[src/rtl/seg_scan_pkg.sv]
`default_nettype none
// ============================================================================
//  Module      : seg_scan_pkg
//  Description : Shared types, constants and the hex-to-segment table for
//                the seven-segment scan controller.
//  Revision    : 1.0 - initial release
// ============================================================================
package seg_scan_pkg;

  typedef enum logic [1:0] {
    IDLE  = 2'd0,
    SHOW  = 2'd1,
    BLANK = 2'd2
  } state_t;

  localparam logic [7:0] SEG_OFF = 8'hFF;
  localparam logic [3:0] SEL_OFF = 4'hF;

  // Active-low {g,f,e,d,c,b,a} pattern for one hex nibble.
  function automatic logic [6:0] hex2seg(input logic [3:0] nibble);
    logic [6:0] pat;
    pat = 7'h7F;
    case (nibble)
      4'h0: pat = 7'h40;
      4'h1: pat = 7'h79;
      4'h2: pat = 7'h24;
      4'h3: pat = 7'h30;
      4'h4: pat = 7'h19;
      4'h5: pat = 7'h12;
      4'h6: pat = 7'h02;
      4'h7: pat = 7'h78;
      4'h8: pat = 7'h00;
      4'h9: pat = 7'h10;
      4'hA: pat = 7'h08;
      4'hB: pat = 7'h03;
      4'hC: pat = 7'h46;
      4'hD: pat = 7'h21;
      4'hE: pat = 7'h06;
      4'hF: pat = 7'h0E;
      default: pat = 7'h7F;
    endcase
    return pat;
  endfunction

endpackage
`default_nettype wire

[src/rtl/seg_scan_ctrl_dec.sv]
`default_nettype none
// ============================================================================
//  Module      : hex7seg_dec
//  Description : Combinational nibble + dp + blank to active-low segment byte
//                {dp,g,f,e,d,c,b,a}. Blanking kills a-g only; dp is separate.
//  Revision    : 1.0 - initial release
// ============================================================================
module hex7seg_dec
  import seg_scan_pkg::*;
(
  input  logic [3:0] nibble,
  input  logic       dp,
  input  logic       blank,
  output logic [7:0] seg
);

  logic [6:0] w_pat;

  assign w_pat = blank ? SEG_OFF[6:0] : hex2seg(nibble);
  assign seg   = {~dp, w_pat};

endmodule
`default_nettype wire

[src/rtl/seg_scan_ctrl.sv]
`default_nettype none
// ============================================================================
//  Module      : seg_scan_ctrl
//  Description : Four-digit multiplexed seven-segment scan controller with a
//                single-entry pending buffer that only goes live at a frame
//                boundary, fixed per-digit dwell and an all-off blanking gap.
//  Revision    : 1.0 - initial release
// ============================================================================
module seg_scan_ctrl
  import seg_scan_pkg::*;
#(
  parameter int DIGIT_CYCLES = 50000,
  parameter int BLANK_CYCLES = 500
) (
  input  logic        clk,
  input  logic        reset_n,
  input  logic        enable,
  input  logic        wr_valid,
  output logic        wr_ready,
  input  logic [15:0] wr_digits,
  input  logic [3:0]  wr_dp,
  input  logic        wr_lzb,
  output logic [11:0] seg_output,
  output logic        frame_done
);

  localparam int c_max_cycles = (DIGIT_CYCLES > BLANK_CYCLES) ? DIGIT_CYCLES : BLANK_CYCLES;
  localparam int c_cnt_w      = $clog2(c_max_cycles);
  localparam logic [c_cnt_w-1:0] c_digit_last = c_cnt_w'(DIGIT_CYCLES - 1);
  localparam logic [c_cnt_w-1:0] c_blank_last = c_cnt_w'(BLANK_CYCLES - 1);

  state_t               r_state;
  logic [1:0]           r_idx;
  logic [c_cnt_w-1:0]   r_cnt;

  logic [15:0]          r_act_digits;
  logic [3:0]           r_act_dp;
  logic                 r_act_lzb;
  logic [15:0]          r_pend_digits;
  logic [3:0]           r_pend_dp;
  logic                 r_pend_lzb;
  logic                 r_pend_v;

  logic                 w_digit_end;
  logic                 w_blank_end;
  logic                 w_boundary;
  logic                 w_accept;
  logic [3:0]           w_nibble;
  logic [3:0]           w_lz;
  logic                 w_blank;
  logic                 w_dp;
  logic [3:0]           w_sel;
  logic [7:0]           w_seg;

  assign wr_ready    = ~r_pend_v;
  assign w_accept    = wr_valid & ~r_pend_v;
  assign w_digit_end = (r_cnt == c_digit_last);
  assign w_blank_end = (r_cnt == c_blank_last);

  // A frame starts either when scanning is (re)enabled from IDLE or when the
  // blanking gap after digit 3 expires; only then may the displayed word change.
  assign w_boundary = enable &
                      ((r_state == IDLE) |
                       ((r_state == BLANK) & w_blank_end & (r_idx == 2'd3)));

  // Leading-zero chain: digit k is a leading zero when nibbles k..3 are all 0.
  // Digit 0 is always shown so a value of zero still reads "0".
  assign w_lz[3] = (r_act_digits[15:12] == 4'h0);
  assign w_lz[2] = w_lz[3] & (r_act_digits[11:8] == 4'h0);
  assign w_lz[1] = w_lz[2] & (r_act_digits[7:4] == 4'h0);
  assign w_lz[0] = 1'b0;

  assign w_nibble = r_act_digits[{r_idx, 2'b00} +: 4];
  assign w_blank  = r_act_lzb & w_lz[r_idx];
  assign w_dp     = r_act_dp[r_idx];
  assign w_sel    = ~(4'b0001 << r_idx);

  hex7seg_dec u_dec (
    .nibble (w_nibble),
    .dp     (w_dp),
    .blank  (w_blank),
    .seg    (w_seg)
  );

  // Pending/active double buffer: accept into pending, promote at a boundary.
  always_ff @(posedge clk or negedge reset_n) begin
    if (!reset_n) begin
      r_act_digits  <= 16'h0000;
      r_act_dp      <= 4'h0;
      r_act_lzb     <= 1'b0;
      r_pend_digits <= 16'h0000;
      r_pend_dp     <= 4'h0;
      r_pend_lzb    <= 1'b0;
      r_pend_v      <= 1'b0;
    end else begin
      if (w_boundary && r_pend_v) begin
        r_act_digits <= r_pend_digits;
        r_act_dp     <= r_pend_dp;
        r_act_lzb    <= r_pend_lzb;
        r_pend_v     <= 1'b0;
      end
      // Accept needs an empty buffer, so it never coincides with a promotion.
      if (w_accept) begin
        r_pend_digits <= wr_digits;
        r_pend_dp     <= wr_dp;
        r_pend_lzb    <= wr_lzb;
        r_pend_v      <= 1'b1;
      end
    end
  end

  // Scan FSM; select and segments are registered together from the current
  // state so the pair always changes on the same edge.
  always_ff @(posedge clk or negedge reset_n) begin
    if (!reset_n) begin
      r_state    <= IDLE;
      r_idx      <= 2'd0;
      r_cnt      <= '0;
      seg_output <= {SEL_OFF, SEG_OFF};
      frame_done <= 1'b0;
    end else begin
      frame_done <= 1'b0;
      if (!enable) begin
        r_state    <= IDLE;
        r_idx      <= 2'd0;
        r_cnt      <= '0;
        seg_output <= {SEL_OFF, SEG_OFF};
      end else begin
        case (r_state)
          IDLE: begin
            seg_output <= {SEL_OFF, SEG_OFF};
            r_idx      <= 2'd0;
            r_cnt      <= '0;
            r_state    <= SHOW;
          end
          SHOW: begin
            seg_output <= {w_sel, w_seg};
            if (w_digit_end) begin
              r_cnt   <= '0;
              r_state <= BLANK;
            end else begin
              r_cnt <= r_cnt + 1'b1;
            end
          end
          BLANK: begin
            seg_output <= {SEL_OFF, SEG_OFF};
            if (w_blank_end) begin
              r_cnt      <= '0;
              r_idx      <= r_idx + 2'd1;
              r_state    <= SHOW;
              frame_done <= (r_idx == 2'd3);
            end else begin
              r_cnt <= r_cnt + 1'b1;
            end
          end
          default: begin
            seg_output <= {SEL_OFF, SEG_OFF};
            r_idx      <= 2'd0;
            r_cnt      <= '0;
            r_state    <= IDLE;
          end
        endcase
      end
    end
  end

endmodule
`default_nettype wire

[config.mk]
export PLATFORM = sky130hd
export DESIGN_NAME = seg_scan_ctrl
export DESIGN_NICKNAME = d
export VERILOG_FILES = /design/src/rtl/seg_scan_pkg.sv /design/src/rtl/seg_scan_ctrl_dec.sv /design/src/rtl/seg_scan_ctrl.sv
export SDC_FILE = /design/constraint.sdc
export NUM_CORES = 1
export LEC_CHECK = 0
export ABC_AREA = 1
export ABC_CLOCK_PERIOD_IN_PS = 2500
export CORE_MARGIN = 2
export CORE_UTILIZATION = 50
export DETAILED_ROUTE_END_ITERATION = 8
export PLACE_DENSITY_LB_ADDON = 0.12
export SLEW_MARGIN = 15
export SYNTH_ARGS = -nofsm -noshare
export SYNTH_HDL_FRONTEND = slang
export SYNTH_SLANG_ARGS = --single-unit
[constraint.sdc]
create_clock -name clk -period 2.5 [get_ports clk]
set_clock_uncertainty 0.15 [all_clocks]
set_input_delay 0.5 -clock clk [delete_from_list [all_inputs] [get_ports clk]]
set_output_delay 0.5 -clock clk [all_outputs]
set_load 0.005 [all_outputs]
==> results of run 1 <==
[metrics by stage]
step | cell area, µm² | hold slack (ps) | total power [mW] | setup slack [ps] | cells
after floorplan | 3900 | 54.4 | 3.12 | 671 | 445
after global placement | 4350 | 258 | 3.49 | 356 | 577
after detailed placement | 4350 | 259 | 3.55 | 290 | 577
after CTS | 4560 | 317 | 4.54 | 334 | 594
after global routing | 4560 | 345 | 4.87 | 55.5 | 594
final | 4560 | 312 | 4.49 | 320 | 594
[power groups by stage]
stage	logic, mW	registers, mW	clock network [mW]
floorplan	1.25	1.88	0
global placement	1.53	1.96	0
detailed placement	1.59	1.97	0
CTS	1.59	1.94	1.00
global route	1.83	2.00	1.05
finish	1.58	1.94	0.973
[final timing paths]
| check | start | to | slack [ps] | cells past startpoint |
|---|---|---|---|---|
| max | r_idx[0] | seg_output[5] | 320 | 10 |
| min | r_cnt[0] | r_cnt[0] | 310 | 1 |
| max reg2reg | r_idx[0] | seg_output[5] | 320 | 10 |
| min reg2reg | r_cnt[0] | r_cnt[0] | 310 | 1 |
| max in group asynchronous | reset_n | seg_output[1] | 1190 | 3 |
| min in group asynchronous | reset_n | r_cnt[14] | 400 | 2 |
[registers in the layout (all words and copies together), names as in the netlist]
register and count:
r_state 2, r_act_dp 4, r_pend_v 1, r_pend_dp 4
r_act_digits 16, r_pend_lzb 1, r_act_lzb 1, frame_done 1
r_cnt 16, r_pend_digits 16, r_idx 2, seg_output 12
[critical path: stages (launching register included)]
cell and delay [ps]:
dfrtp_1 740, inv_4 140, nand2_1 100, nand3_1 80
nand2_1 200, inv_1 110, ha_1 230, nand3_1 130
o21ai_0 110, nand2_1 70, nand2_1 50
[layout by cell type, fill, tap and decap left out, drive strengths merged]
cell type,count
ha,14
nand3b,1
buf,6
nand3,57
mux2,21
clkbuf,9
nor3,1
clkdlybuf4s50,37
nor2,62
dfrtp,64
o22ai,1
dlygate4sd3,1
bufinv,1
clkinvlp,2
xnor2,3
xor2,11
a21oi,1
or2,1
o211ai,1
clkinv,1
o21ai,7
inv,37
dfstp,12
nand2,141
[routing by layer]
metal,global-route usage (%),up-vias,part of all wire [%]
li1,-,1486,-
met1,28.7,1388,50
met2,29.1,66,45
met3,3.01,11,3.8
met4,9.08,0,1.9
met5,0,-,0
[logic make-up (layout without fill, tap and decap cells)]
group                      count (synthesis)  in the layout  synth area share [%]
muxes                                     21             21                  6.06
buffers and inverters                     47             94                  6.19
DFF                                       76             76                  49.1
and+or+nand+nor                          263            263                  29.6
AOI/OAI and AO/OA                         10             10                  1.47
xor gates and xnor gates                  14             14                  3.14
adders and majority gates                 14             14                  4.49
[area by class of cell]
class,instances,area (µm²),share of cell area [%]
Sequential cell,76,1920,42.0
Multi-Input combinational cell,322,1750,38.3
Timing Repair Buffer,44,435,9.54
Inverter,34,130,2.85
Tap cell,102,128,2.80
Clock buffer,9,124,2.72
Clock inverter,7,82.6,1.81
[timing repair]
action                                  4_1_cts  5_1_grt
hold endpoints to repair                     10        0
endpoints found under the setup margin        0        0
hold buffers                                  1        0
==> results.md, run 1 <==
- Status: complete, no violations
- Largest area contributor in the netlist: dfrtp_1
- Final worst path period share: 87.2%
- CTS root buf: clkbuf_8
- Clock power share: 21.7%
- Post-Syn Nets: 484
- Cell Rows: 32
- RSZ-0062 raised after global routing: no
- Drt pass-1 iters: 4
- Final Util: 59.7%
- Upper clock frequency limit: 0.459 GHz
- Cell Area, Synth: 3900 µm²
- Post-layout min period: 2180 ps
- Detail Route Antenna Nets: 0
- HPWL Detailed: 5210 µm
- CP arrival: 2310 ps
- Antenna diode count: 0
- Req. time, crit path: 2630 ps
- Total track usage: 19.7%
- Final Net Count: 526
- CP endpoint kind: flip-flop
- Max-cap viol count: 0
- Dominant cells by area after synthesis: dfrtp_1 (41%), nand2_1 (13%), dfstp_2 (8.1%), nand3_1 (7.1%), mux2_2 (6.1%)
- CTS H-tree lvls: 3
- First DRT Iteration DRCs: 165
- Fraction of registers with async set/reset: 100%
- Port-buffer cells: 38
- Initial antenna violation count: 0
- Clock transition at path regs: 80 ps
- Top FF cell, synth: dfrtp_1
- Die span in x: 92.4 µm
- Syn. warnings: 0
- DIE AREA: 8530 µm²
- Filler instances: 705
- FF+latch count, synth: 76
- Syn Area/Cell: 8.77 µm²
- Combinational power share: 35.1%
- Post-cts resize count: 0
- Top cells by count, synth: nand2_1 (132), dfrtp_1 (64), nand3_1 (55)
- Worst vdd ir: 0.545 mV
- Clock Path Buffers: 2
- GP Congestion: 0.862
- Area share of the largest cell type after synthesis: 41.0%
- Pint: 2.83 mW
- Residual DRC: 0
- First-pass GRT wire length: 13500 µm
- Clock Sinks: 76
- EDFF count, synth: 0
- Number of distinct library cells after synthesis: 30
- Starting Density: 51.0%
- Sw Share: 36.9%
- Setup CP Type: flip-flop to flip-flop
- Share of layout cells above drive strength 1: 18.1%
- Gr ovfl total: 0
- Vias per cell: 4.97
- Slew headroom: 59.4%
- Net switching power: 1.66 mW
- Setup Fix Bufs, Post-CTS: 0
- Later-pin clock latency in the skew report: 360 ps
- Sequential area share after synthesis: 49.1%
- Boundary Pins: 39
- Routed vias: 2951
- Vias in the first global route: 2968
- Largest net degree at the start of global routing: 48
- Number of buffers created by CTS: 9
- Most frequently used cell type in the post-synthesis netlist: nand2_1
- Drt wl/cell: 12.1 µm
- Leakage Power: 2.12 nW
- Slew @ Worst Pin: 610 ps
- Sequential power share: 43.2%
- Die height: 92.4 µm
- Max Slew Vio Count: 0
- Mapped Cells: 445
- Power Density: 985 nW/µm²
- Core area: 7650 µm²
- Hold WC Path Type: flip-flop to flip-flop
- Final Hold Fails: 0
- Detailed Route WL: 7190 µm
- Area delta synth->final: 16.9%
- Critical Path Source Type: flip-flop
- Setup violators final: 0
- Maximum net fanout on the critical path: 19
- Final TNS setup: 0 ps
- CTS tree: yes
Note: power is estimated with default switching activity, not from simulation.
==> run 2: changes to the inputs <==
--- a/config.mk
+++ b/config.mk
@@ -10,6 +10,7 @@
 export CORE_MARGIN = 2
 export CORE_UTILIZATION = 50
 export DETAILED_ROUTE_END_ITERATION = 8
+export GPL_ROUTABILITY_DRIVEN = 0
 export PLACE_DENSITY_LB_ADDON = 0.12
 export SLEW_MARGIN = 15
 export SYNTH_ARGS = -nofsm -noshare
==> results of run 2 <==
Final layout, timing and power as in run 1 (identical DEF).
==> variant: new RTL, settings of run 1 <==
The parameter `DIGIT_CYCLES` goes from 50000 to 100000.
--- a/src/rtl/seg_scan_ctrl.sv
+++ b/src/rtl/seg_scan_ctrl.sv
@@ -9,7 +9,7 @@
 module seg_scan_ctrl
   import seg_scan_pkg::*;
 #(
-  parameter int DIGIT_CYCLES = 50000,
+  parameter int DIGIT_CYCLES = 100000,
   parameter int BLANK_CYCLES = 500
 ) (
   input  logic        clk,
Function: no difference found for any inputs over 10 cycles, from zero or initial values and one cycle with reset_n low; that may be too few to reach the edited logic, so the function may still have changed.
==> variant against run 1 <==
Synthesized cell count rose by 1.8%; power fell by 1.7%; die area rose by 1.5%; final area rose by 0.85%; via count barely moved; sequential cell count rose by 1; count of clock-buffer cells in the layout did not move; area after synthesis rose by 1.5%; cell count rose by 1.2%; routed wire length rose by 0.90%; combinational power fell by 3%; worst hold slack improved by 0.0092 ns; setup slack improved by 0.044 ns; critical path type unchanged; largest cell class unchanged.
==> variant: results (changes against run 1) <==
- Max IR drop VDD: 0.515 mV (-5.5%)
- Nets: 533 (+1.3%)
- Met2 GRT Util: 30.6% (+1.4 points)
- Power Density: 960 mW/mm² (-2.5%)
- Largest net degree at the start of global routing: 36 (-25%)
- Synth top cells by count: nand2_1 (139), dfrtp_1 (65), nand3_1 (50)
- Switching Share: 36.3% (-0.60 points)
- Placed Area: 0.00439 mm² (+1.1%)
- Net count after synthesis: 492 (+1.7%)
- Final HPWL from detailed placement: 5220 µm (+0.24%)
- Sequential power share: 43.7% (+0.5 points)
- GRT met3 Usage: 3.22% (+0.21 points)
- Drt total wl: 7260 µm (+0.90%)
- Synth unique cells: 31 (+3.3%)
- Status: completed
- Number of placed instances, taps included: 584 (+1.2%)
- Number of global-route vias before repair: 2873 (-3.2%)
- Vias per cell: 4.91 (-1.1%)
- Slowest stage delay, CP: 0.72 ns (-0.02 ns)
- Layout cell share with drive strength beyond 1: 16.4% (-1.7 points)
- Hold slack final: 0.321 ns (+0.00925 ns)
- Adder and majority gate portion of the synthesized area: 4.42% (-0.068 points)
- Synthesized area per cell: 8.75 µm² (-0.25%)
- GRT Util Overall: 18.8% (-0.91 points)
- Comb group: 0.00154 W (-3%)
- Mux share of post-synthesis cell area: 5.97% (-0.092 points)
- R2r endpoint: seg_output[3]
- Via count: 2953 (+0.068%)
- Seq/Total Area, Yosys: 49.0% (-0.11 points)
variant: cell type report:
cell class              instances  area [µm²]  area share (%)
well taps                     102         128            2.77
clock buffers                   9         124            2.69
multi-input cells             323        1740            37.9
repair buffers                 44         438            9.52
flip-flops and latches         77        1940            42.2
inverters                      39         151            3.29
clock inverters                 7        75.1            1.63
variant: how the worst max path moves through the flow:
stage / to / slack [ns]
2_1_floorplan: seg_output[0] / 0.74
3_3_place_gp: r_pend_v / 0.36
3_5_place_dp: r_act_dp[3] / 0.33
4_1_cts: seg_output[0] / 0.38
5_1_grt: seg_output[5] / 0.17
6_report: seg_output[3] / 0.36
variant: routing by layer:
layer	share of wire, %	vias to the layer above
met5	0	-
met1	48	1349
met2	46	68
li1	-	1523
met4	1.8	0
met3	4.2	13
variant: cell families after synthesis:
logic type | Yosys count
and+or+nand+nor | 263
DFF | 77
buffers and inverters | 53
muxes | 21
AOI/OAI and AO/OA | 17
adders and majority gates | 14
xor gates and xnor gates | 8
